===== src/rtl/pipe_pkg.sv =====
// pipe_pkg: shared widths, forwarding select encoding, in-flight destination tag
// and the operand/stage match helper for the 5-stage pipeline.
package pipe_pkg;

    localparam int XLEN  = 32;
    localparam int RADDR = 5;

    typedef enum logic [1:0] {
        FWD_RF  = 2'd0,
        FWD_EX  = 2'd1,
        FWD_MEM = 2'd2,
        FWD_WB  = 2'd3
    } fwd_sel_e;

    typedef struct packed {
        logic             valid;
        logic [RADDR-1:0] rd;
        logic             we;
        logic             is_load;
    } rd_tag_t;

    // wr is the stage's valid & we; x0 and unused operands never match
    function automatic logic src_hit(input logic wr, input logic [RADDR-1:0] rd,
                                     input logic [RADDR-1:0] src, input logic use_src);
        return wr && use_src && (src != '0) && (rd == src);
    endfunction

endpackage


===== src/rtl/fwd_select.sv =====
// fwd_select: one operand's stage match and EX > MEM > WB > RF forwarding mux;
// also flags an EX match on a load so the top can raise the load-use stall.
module fwd_select
    import pipe_pkg::*;
(
    input  logic [RADDR-1:0] src_i,
    input  logic             use_i,
    input  logic [RADDR-1:0] ex_rd_i,
    input  logic             ex_wr_i,
    input  logic             ex_load_i,
    input  logic [RADDR-1:0] mem_rd_i,
    input  logic             mem_wr_i,
    input  logic [RADDR-1:0] wb_rd_i,
    input  logic             wb_wr_i,
    input  logic [XLEN-1:0]  rf_data_i,
    input  logic [XLEN-1:0]  ex_result_i,
    input  logic [XLEN-1:0]  mem_result_i,
    input  logic [XLEN-1:0]  wb_result_i,
    output logic [1:0]       sel_o,
    output logic [XLEN-1:0]  data_o,
    output logic             load_hit_o
);

    logic     ex_hit;
    logic     mem_hit;
    logic     wb_hit;
    fwd_sel_e sel;

    // a load in EX has no data yet, so it never selects EX; the stall covers it
    always_comb begin
        ex_hit     = src_hit(ex_wr_i, ex_rd_i, src_i, use_i);
        mem_hit    = src_hit(mem_wr_i, mem_rd_i, src_i, use_i);
        wb_hit     = src_hit(wb_wr_i, wb_rd_i, src_i, use_i);
        load_hit_o = ex_hit & ex_load_i;
        sel        = (ex_hit && !ex_load_i) ? FWD_EX :
                     mem_hit                ? FWD_MEM :
                     wb_hit                 ? FWD_WB : FWD_RF;
        data_o     = (sel == FWD_EX)  ? ex_result_i :
                     (sel == FWD_MEM) ? mem_result_i :
                     (sel == FWD_WB)  ? wb_result_i : rf_data_i;
    end

    assign sel_o = sel;

endmodule


===== src/rtl/operand_fetch.sv =====
// operand_fetch: ID-side register file addressing, EX/MEM/WB destination tag
// pipeline, operand forwarding, load-use stall and WB register file write port.
module operand_fetch
    import pipe_pkg::*;
(
    input  logic             clk,
    input  logic             rst_n,
    input  logic             id_valid,
    input  logic [RADDR-1:0] id_rs1,
    input  logic [RADDR-1:0] id_rs2,
    input  logic             id_use_rs1,
    input  logic             id_use_rs2,
    input  logic [RADDR-1:0] id_rd,
    input  logic             id_rd_we,
    input  logic             id_is_load,
    input  logic             flush,
    input  logic [XLEN-1:0]  ex_result,
    input  logic [XLEN-1:0]  mem_result,
    input  logic [XLEN-1:0]  wb_result,
    output logic [RADDR-1:0] rf_addr_rs1,
    output logic [RADDR-1:0] rf_addr_rs2,
    input  logic [XLEN-1:0]  rf_data_rs1,
    input  logic [XLEN-1:0]  rf_data_rs2,
    output logic             rf_we,
    output logic [RADDR-1:0] rf_addr_rd,
    output logic [XLEN-1:0]  rf_data_rd,
    output logic [XLEN-1:0]  op_a,
    output logic [XLEN-1:0]  op_b,
    output logic [1:0]       fwd_a,
    output logic [1:0]       fwd_b,
    output logic             stall,
    output logic             issue
);

    rd_tag_t ex_q;
    rd_tag_t mem_q;
    rd_tag_t wb_q;
    rd_tag_t ex_d;
    logic    load_hit_a;
    logic    load_hit_b;
    logic    unused_wb_load;

    assign rf_addr_rs1    = id_rs1;
    assign rf_addr_rs2    = id_rs2;
    assign unused_wb_load = wb_q.is_load;

    fwd_select u_fwd_a (
        .src_i        (id_rs1),
        .use_i        (id_use_rs1),
        .ex_rd_i      (ex_q.rd),
        .ex_wr_i      (ex_q.valid & ex_q.we),
        .ex_load_i    (ex_q.is_load),
        .mem_rd_i     (mem_q.rd),
        .mem_wr_i     (mem_q.valid & mem_q.we),
        .wb_rd_i      (wb_q.rd),
        .wb_wr_i      (wb_q.valid & wb_q.we),
        .rf_data_i    (rf_data_rs1),
        .ex_result_i  (ex_result),
        .mem_result_i (mem_result),
        .wb_result_i  (wb_result),
        .sel_o        (fwd_a),
        .data_o       (op_a),
        .load_hit_o   (load_hit_a)
    );

    fwd_select u_fwd_b (
        .src_i        (id_rs2),
        .use_i        (id_use_rs2),
        .ex_rd_i      (ex_q.rd),
        .ex_wr_i      (ex_q.valid & ex_q.we),
        .ex_load_i    (ex_q.is_load),
        .mem_rd_i     (mem_q.rd),
        .mem_wr_i     (mem_q.valid & mem_q.we),
        .wb_rd_i      (wb_q.rd),
        .wb_wr_i      (wb_q.valid & wb_q.we),
        .rf_data_i    (rf_data_rs2),
        .ex_result_i  (ex_result),
        .mem_result_i (mem_result),
        .wb_result_i  (wb_result),
        .sel_o        (fwd_b),
        .data_o       (op_b),
        .load_hit_o   (load_hit_b)
    );

    // flush outranks stall: a killed ID instruction needs no hold
    always_comb begin
        stall      = id_valid & ~flush & (load_hit_a | load_hit_b);
        issue      = id_valid & ~stall & ~flush;
        ex_d       = issue ? rd_tag_t'{valid: 1'b1, rd: id_rd, we: id_rd_we, is_load: id_is_load}
                           : rd_tag_t'('0);
        rf_we      = wb_q.valid & wb_q.we & (wb_q.rd != '0);
        rf_addr_rd = wb_q.rd;
        rf_data_rd = wb_result;
    end

    always_ff @(posedge clk or negedge rst_n) begin
        if (!rst_n) begin
            ex_q  <= '0;
            mem_q <= '0;
            wb_q  <= '0;
        end else begin
            ex_q  <= ex_d;
            mem_q <= ex_q;
            wb_q  <= mem_q;
        end
    end

endmodule

===== config.mk =====
export PLATFORM = sky130hd
export DESIGN_NAME = operand_fetch
export DESIGN_NICKNAME = d
export VERILOG_FILES = /design/src/rtl/pipe_pkg.sv /design/src/rtl/fwd_select.sv /design/src/rtl/operand_fetch.sv
export SDC_FILE = /design/constraint.sdc
export NUM_CORES = 1
export LEC_CHECK = 0
export BUFFER_PORTS_ARGS = -buffer_cell sky130_fd_sc_hd__buf_2
export CAP_MARGIN = 30
export CORE_AREA = 5 5 113 115
export DETAILED_ROUTE_END_ITERATION = 10
export DIE_AREA = 0 0 118 120
export PLACE_DENSITY = 0.7
export SYNTH_ARGS = -nofsm -noshare
export SYNTH_HDL_FRONTEND = slang
export SYNTH_SLANG_ARGS = --single-unit

===== constraint.sdc =====
create_clock -name clk -period 3 [get_ports clk]
set_clock_uncertainty 0.1 [all_clocks]
set_input_delay 0.3 -clock clk [delete_from_list [all_inputs] [get_ports clk]]
set_output_delay 0.3 -clock clk [all_outputs]
set_load 0.005 [all_outputs]

==> Flow_metrics.wiki, run 1 <==
{| class="wikitable"
! Metric !! Value
|-
| Post-synthesis sequential element count || 22
|-
| Net switching power figure || 0.353 mW
|-
| Max-capacitance violation count || 0
|-
| Height of the chip || 120 µm
|-
| Sequential share of power || 0.277
|-
| Crit Reg-Reg Startpoint || ex_q[6]
|-
| Detail Placement HPWL || 13800 µm
|-
| Combinational power share || 0.403
|-
| Static power due to leakage || 2.65 nW
|-
| Post-layout min period || 2.76 ns
|-
| Clock Latency Late Sink || 0.26 ns
|-
| Remaining global-route overflow || 0
|-
| Classification of the worst setup path || register to primary output
|-
| Area of the mapped netlist || 0.00386 mm²
|-
| Core ar. || 0.0117 mm²
|-
| Max FO, Critical Path || 13
|-
| Total Neg Setup Slack || 0 ns
|-
| Worst Tran Pin Value || 0.488 ns
|-
| Part of the power in the clock network || 0.320
|-
| Synth Area per Inst || 7.26 µm²
|-
| Commonest non-fill, non-tap cells in the layout || 300 x sky130_fd_sc_hd__buf_2, 44 x sky130_fd_sc_hd__nand2_1, 43 x sky130_fd_sc_hd__nor2_1
|-
| Count of unique library cells instantiated by Yosys || 33
|-
| CTS resizes || 0
|-
| Wire length of the first global-routing pass || 27000 µm
|-
| Aggregate global-route resource usage || 0.231
|-
| Number of vias after detailed routing || 5160
|-
| # nets final || 951
|-
| Initial detailed-routing violation count || 340
|-
| Crit start category || register
|-
| Boundary Pins || 301
|-
| Number of I/O port buffers || 300
|-
| Sinks on the clock net || 22
|-
| Post-route clock period utilization || 0.920
|-
| Post-route DRC violation count || 0
|-
| Clock tree from TritonCTS || done
|-
| Overall die area || 0.0142 mm²
|-
| YS warnings || 0
|-
| Sequential cell area fraction in the yosys report || 0.142
|-
| Worst setup EP type || primary output
|-
| Post-synthesis net count || 715
|-
| Total power || 1.16 mW
|-
| Critical path launch point || rf_addr_rd[0]
|-
| Drt via density || 5.65
|-
| Antenna fix cells || 0
|-
| Switching portion of total power || 0.304
|-
| Pwr per Cell Area || 214 mW/mm²
|-
| Area growth from synthesis to final layout || 40.3%
|-
| Clk root buf || sky130_fd_sc_hd__clkbuf_16
|-
| Outcome || completed
|-
| Arrival time at the worst endpoint || 2.36 ns
|-
| Starting Density || 0.330
|-
| Syn Inst Count || 532
|-
| Hold Path Class || input port to register
|-
| CP required || 2.60 ns
|-
| Antenna violations before repair || 0
|-
| Final-report hold violation count || 0
|-
| Leading cell type in the layout, fill and taps excluded || sky130_fd_sc_hd__buf_2
|-
| Total count of max-transition violations in the final report || 0
|-
| Largest net degree at the start of global routing || 33
|-
| Worst max-slew margin expressed relative to the limit || 0.675
|-
| Peak supply drop || 225 µV
|-
| Maximum frequency from static timing analysis || 362 MHz
|-
| Vias in the first global route || 5064
|-
| Global placer's final weighted congestion || 0.968
|-
| Endpoints failing setup || 0
|-
| Standard-cell row count || 40
|-
| Clock buffers created by TritonCTS || 3
|-
| Unrepaired setup endpoints after global routing || no
|-
| Total routed wirelength || 18000 µm
|-
| Post-Route Hold Slack || 0.149 ns
|-
| Total internal power || 0.808 mW
|-
| Final routed wire length divided by cell count || 19.7 µm
|-
| Number of antenna-violating nets in the routed design || 0
|-
| Share of post-route cells with drive strength above 1 || 0.481
|-
| Width of the die || 118 µm
|-
| Critical hold path startpoint || id_rd_we
|-
| Clock buffer depth || 2
|-
| H-tree levels || 1
|-
| Initial DRT Pass Iterations || 5
|-
| Clk pin slew, worst setup/hold paths || 0.06 ns
|}
## state kept, by name, indices dropped and copies added (netlist names)
register and count:
ex_q 8, mem_q 7, rf_addr_rd 5, wb_q 2
## synth_stat cells (all sizes together)
master | number | area [µm²]
clkbuf | 33 | 124
or4 | 3 | 22.5
nor2 | 44 | 165
and3 | 3 | 18.8
nor3 | 4 | 25.0
o211a | 1 | 10.0
nand4 | 4 | 25.0
o21a | 4 | 30.0
xor2 | 17 | 149
o21ai | 34 | 170
a211oi | 32 | 380
dfrtp | 22 | 551
nand2 | 44 | 165
nor4 | 5 | 43.8
o31ai | 32 | 240
inv | 32 | 120
xnor2 | 13 | 114
a21oi | 2 | 10.0
buf | 66 | 484
nand3 | 3 | 15.0
a31oi | 32 | 200
a221oi | 32 | 280
nor2b | 2 | 12.5
o2111ai | 1 | 8.76
and2 | 35 | 219
o2bb2ai | 32 | 280
## stage by stage
stage	cells	util	area, µm²	setup slack, ns
after global routing	914	0.463	5420	0.142
after CTS	911	0.459	5370	0.0707
final	914	0.463	5420	0.239
after detailed placement	906	0.449	5260	0.337
after floorplan	532	-	3860	0.749
after global placement	906	0.449	5260	0.337
## path summary, 6_finish.rpt
path                       endpoint  slack, ns  depth (start not counted)
max                        op_b[28]       0.24                          7
min                         ex_q[1]       0.15                          3
max reg2reg                 ex_q[7]       1.33                          5
min reg2reg                mem_q[1]       0.27                          0
max in group asynchronous  mem_q[2]       2.03                          2
min in group asynchronous   ex_q[3]       0.44                          2
## layout make-up
class / count / area [µm²]
clock buffer: 3 / 75.1
clock inverter: 1 / 30.0
fill: 1232 / 6290
inverter: 32 / 120
multi-input combinational: 379 / 2630
sequential: 22 / 551
tap: 147 / 184
timing repair buffer: 330 / 1830
## logic make-up after synthesis
kind of cell / share of synthesized area
AO/OA/AOI/OAI: 0.417
XOR/XNOR: 0.0680
buffers and inverters: 0.188
flip-flops: 0.142
AND/OR/NAND/NOR: 0.184
## power by group through the flow
stage	registers, mW	logic, mW	clock network, mW
floorplan	0.323	0.225	0
global placement	0.327	0.463	0
detailed placement	0.328	0.464	0
CTS	0.322	0.467	0.377
global route	0.323	0.511	0.392
finish	0.322	0.468	0.371
## critical path, cell delays in order (launching register included)
cell                       delay, ns
sky130_fd_sc_hd__dfrtp_1        0.44
sky130_fd_sc_hd__xor2_1         0.19
sky130_fd_sc_hd__nor2_4         0.33
sky130_fd_sc_hd__and3_2         0.29
sky130_fd_sc_hd__buf_4          0.26
sky130_fd_sc_hd__a211oi_2       0.10
sky130_fd_sc_hd__o31ai_1        0.30
sky130_fd_sc_hd__buf_2          0.18
## routing by layer
metal,wire (µm),GRT usage,vias up
met4,329,0.0602,0
met2,9010,0.415,338
met5,0,0,-
li1,-,-,2382
met3,1700,0.0514,35
met1,6940,0.278,2405
## what timing repair did
action / 4_1_cts / 5_1_grt
endpoints found under the setup margin: 0 / 24
hold buffers: 1 / 0
hold endpoints to repair: 22 / 0
buffers inserted: 0 / 3
Note: power is estimated with default switching activity, not from simulation.
==> inputs of run 2 (changes only) <==
==> config.mk (replaced) <==
export PLATFORM = sky130hd
export DESIGN_NAME = operand_fetch
export DESIGN_NICKNAME = d
export VERILOG_FILES = /design/src/rtl/pipe_pkg.sv /design/src/rtl/fwd_select.sv /design/src/rtl/operand_fetch.sv
export SDC_FILE = /design/constraint.sdc
export NUM_CORES = 1
export LEC_CHECK = 0
export CAP_MARGIN = 30
export CORE_AREA = 5 5 114 116
export DETAILED_ROUTE_END_ITERATION = 10
export DIE_AREA = 0 0 119 121
export DONT_BUFFER_PORTS = 1
export PLACE_DENSITY_LB_ADDON = 0.2
export SYNTH_ARGS = -nofsm -noshare
export SYNTH_HDL_FRONTEND = slang
export SYNTH_SLANG_ARGS = --single-unit
==> Flow_metrics.wiki, run 2 (synthesis gave the netlist of run 1 again) <==
{| class="wikitable"
! Metric !! Value
|-
| Outcome || completed
|-
| Peak supply drop || 229 µV (+1.6%)
|-
| Initial DRT Pass Iterations || 5 (unchanged)
|-
| Clk pin slew, worst setup/hold paths || 0.06 ns (about the same)
|-
| Clock buffer depth || 2 (unchanged)
|-
| Final core occ || 0.326 (-0.137)
|-
| Width of the die || 119 µm (+0.85%)
|-
| Global placer's final weighted congestion || 0.794 (-18%)
|-
| Sequential share of power || 0.350 (+0.073)
|-
| Crit start category || register
|-
| Max-capacitance violation count || 0 (unchanged)
|-
| Static power due to leakage || 1.42 nW (-46%)
|-
| Aggregate global-route resource usage || 0.201 (-0.0302)
|-
| Antenna violations before repair || 0 (unchanged)
|-
| Boundary Pins || 301 (unchanged)
|-
| Total count of max-transition violations in the final report || 0 (unchanged)
|-
| Area growth from synthesis to final layout || -0.356%
|-
| Final setup margin || 0.136 ns (-0.104 ns)
|-
| Clock tree from TritonCTS || done
|-
| Share of post-route cells with drive strength above 1 || 0.143 (-0.338)
|-
| Clock buffers created by TritonCTS || 3 (unchanged)
|-
| Clk root buf || sky130_fd_sc_hd__clkbuf_16
|-
| Number of vias after detailed routing || 3852 (-25%)
|-
| Maximum frequency from static timing analysis || 349 MHz (-3.6%)
|-
| Setup slack at placement || 0.314 ns (-0.0229 ns)
|-
| Switching portion of total power || 0.266 (-0.0379)
|-
| Total power || 0.919 mW (-21%)
|-
| Total internal power || 0.674 mW (-17%)
|-
| Unrepaired setup endpoints after global routing || no
|-
| Overall die area || 0.0144 mm² (+1.7%)
|-
| Height of the chip || 121 µm (+0.83%)
|-
| Post-route DRC violation count || 0 (unchanged)
|-
| H-tree levels || 1 (unchanged)
|-
| Worst Tran Pin Value || 0.956 ns (+0.468 ns)
|-
| Antenna fix cells || 0 (unchanged)
|-
| Endpoints failing setup || 0 (unchanged)
|-
| Arrival time at the worst endpoint || 2.46 ns (+0.10 ns)
|-
| Post-route clock period utilization || 0.955 (+0.0345)
|-
| Hold Path Class || input port to register
|-
| Clock Latency Late Sink || 0.25 ns (about the same)
|-
| Pwr per Cell Area || 239 mW/mm² (+11%)
|-
| Final routed wire length divided by cell count || 25.9 µm (+32%)
|-
| CP required || 2.60 ns (about the same)
|-
| Total Neg Setup Slack || 0 ns (unchanged)
|-
| Largest register FFs || 8 (unchanged)
|-
| Buffers and inverters on the worst path || 1 (-1)
|-
| Initial detailed-routing violation count || 232 (-32%)
|-
| Standard-cell row count || 40 (unchanged)
|-
| Post-layout min period || 2.86 ns (+0.104 ns)
|-
| Number of I/O port buffers || 0 (-100%)
|-
| Fillcell total || 1267 (+2.8%)
|-
| Final-report hold violation count || 0 (unchanged)
|-
| Leading cell type in the layout, fill and taps excluded || sky130_fd_sc_hd__nand2_1
|-
| Sinks on the clock net || 22 (unchanged)
|-
| Slowest cell on crit path || sky130_fd_sc_hd__nor3_2
|-
| Sequential cell area || 551 µm² (unchanged)
|-
| Cell-by-cell trace of the critical path || xor2_1, nor3_2, buf_4, a221oi_1, o2bb2ai_1
|-
| Detail Placement HPWL || 12400 µm (-9.6%)
|-
| Setup Buffers After CTS || 0 (unchanged)
|-
| Post-Route Hold Slack || 0.0448 ns (-0.105 ns)
|-
| Wire length of the first global-routing pass || 23300 µm (-14%)
|-
| Total routed wirelength || 15800 µm (-12%)
|-
| Worst path max stage delay || 0.73 ns (+0.29 ns)
|-
| Commonest non-fill, non-tap cells in the layout || 44 x sky130_fd_sc_hd__nand2_1, 43 x sky130_fd_sc_hd__nor2_1, 34 x sky130_fd_sc_hd__and2_1
|-
| Net switching power figure || 0.245 mW (-31%)
|-
| Drt via density || 6.34 (+12%)
|-
| Starting Density || 0.327 (-0.00280)
|-
| Largest net degree at the start of global routing || 33 (unchanged)
|-
| Classification of the worst setup path || register to primary output
|-
| Remaining global-route overflow || 0 (unchanged)
|-
| Top reg by flops || ex_q
|-
| Cell family with most CP delay || simple AND/OR/NAND/NOR gates
|-
| Combinational power share || 0.248 (-0.155)
|-
| Max FO, Critical Path || 18 (+5)
|-
| # nets final || 645 (-32%)
|-
| Footprint of the multi-input gates || 0.00265 mm² (+0.62%)
|-
| Part of the power in the clock network || 0.402 (+0.082)
|-
| Number of antenna-violating nets in the routed design || 0 (unchanged)
|-
| Worst max-slew margin expressed relative to the limit || 0.359 (-0.315)
|-
| Core ar. || 0.0118 mm² (+0.85%)
|-
| Vias in the first global route || 3870 (-24%)
|-
| Worst setup EP type || primary output
|}
## run 2: path summary, 6_finish.rpt
path | start | end | slack, ns | depth (start not counted)
max reg2reg | ex_q[5] | ex_q[7] | 1.31 | 5
min reg2reg | ex_q[7] | mem_q[7] | 0.27 | 0
max in group asynchronous | rst_n | rf_addr_rd[1] | 1.96 | 2
min in group asynchronous | rst_n | ex_q[0] | 0.36 | 1
min | id_rd[3] | ex_q[5] | 0.04 | 2
max | rf_addr_rd[0] | op_a[0] | 0.14 | 5
## run 2: cell type report
cell class	count	share of cell area
well taps	147	0.0478
clock buffers	3	0.0195
multi-input cells	379	0.687
inverters	32	0.0312
flip-flops and latches	22	0.143
repair buffers	24	0.0634
clock inverters	1	0.00780
## run 2: per-layer routing
| layer | GRT usage | wire, µm |
|---|---|---|
| met5 | 0 | 0 |
| met1 | 0.226 | 5790 |
| met4 | 0.0420 | 176 |
| met2 | 0.372 | 8160 |
| met3 | 0.0620 | 1630 |
## run 2: through the flow
step	instances	cell area, µm²
floorplan	532	3860
detailed placement	602	3710
CTS	607	3830
global route	608	3850
finish	608	3850
global placement	601	3700
## run 2: what timing repair did
action,CTS,global route
endpoints found under the hold margin,22,0
setup endpoints to repair,0,15
hold buffers,1,0
resized for setup,0,3
## run 2: power by group through the flow
| stage | Clock (mW) | Combinational, mW | Sequential [mW] |
|---|---|---|---|
| 2_1_floorplan | 0 | 0.225 | 0.323 |
| 3_3_place_gp | 0 | 0.219 | 0.327 |
| 3_5_place_dp | 0 | 0.221 | 0.328 |
| 4_1_cts | 0.376 | 0.228 | 0.322 |
| 5_1_grt | 0.384 | 0.251 | 0.324 |
| 6_report | 0.370 | 0.228 | 0.322 |
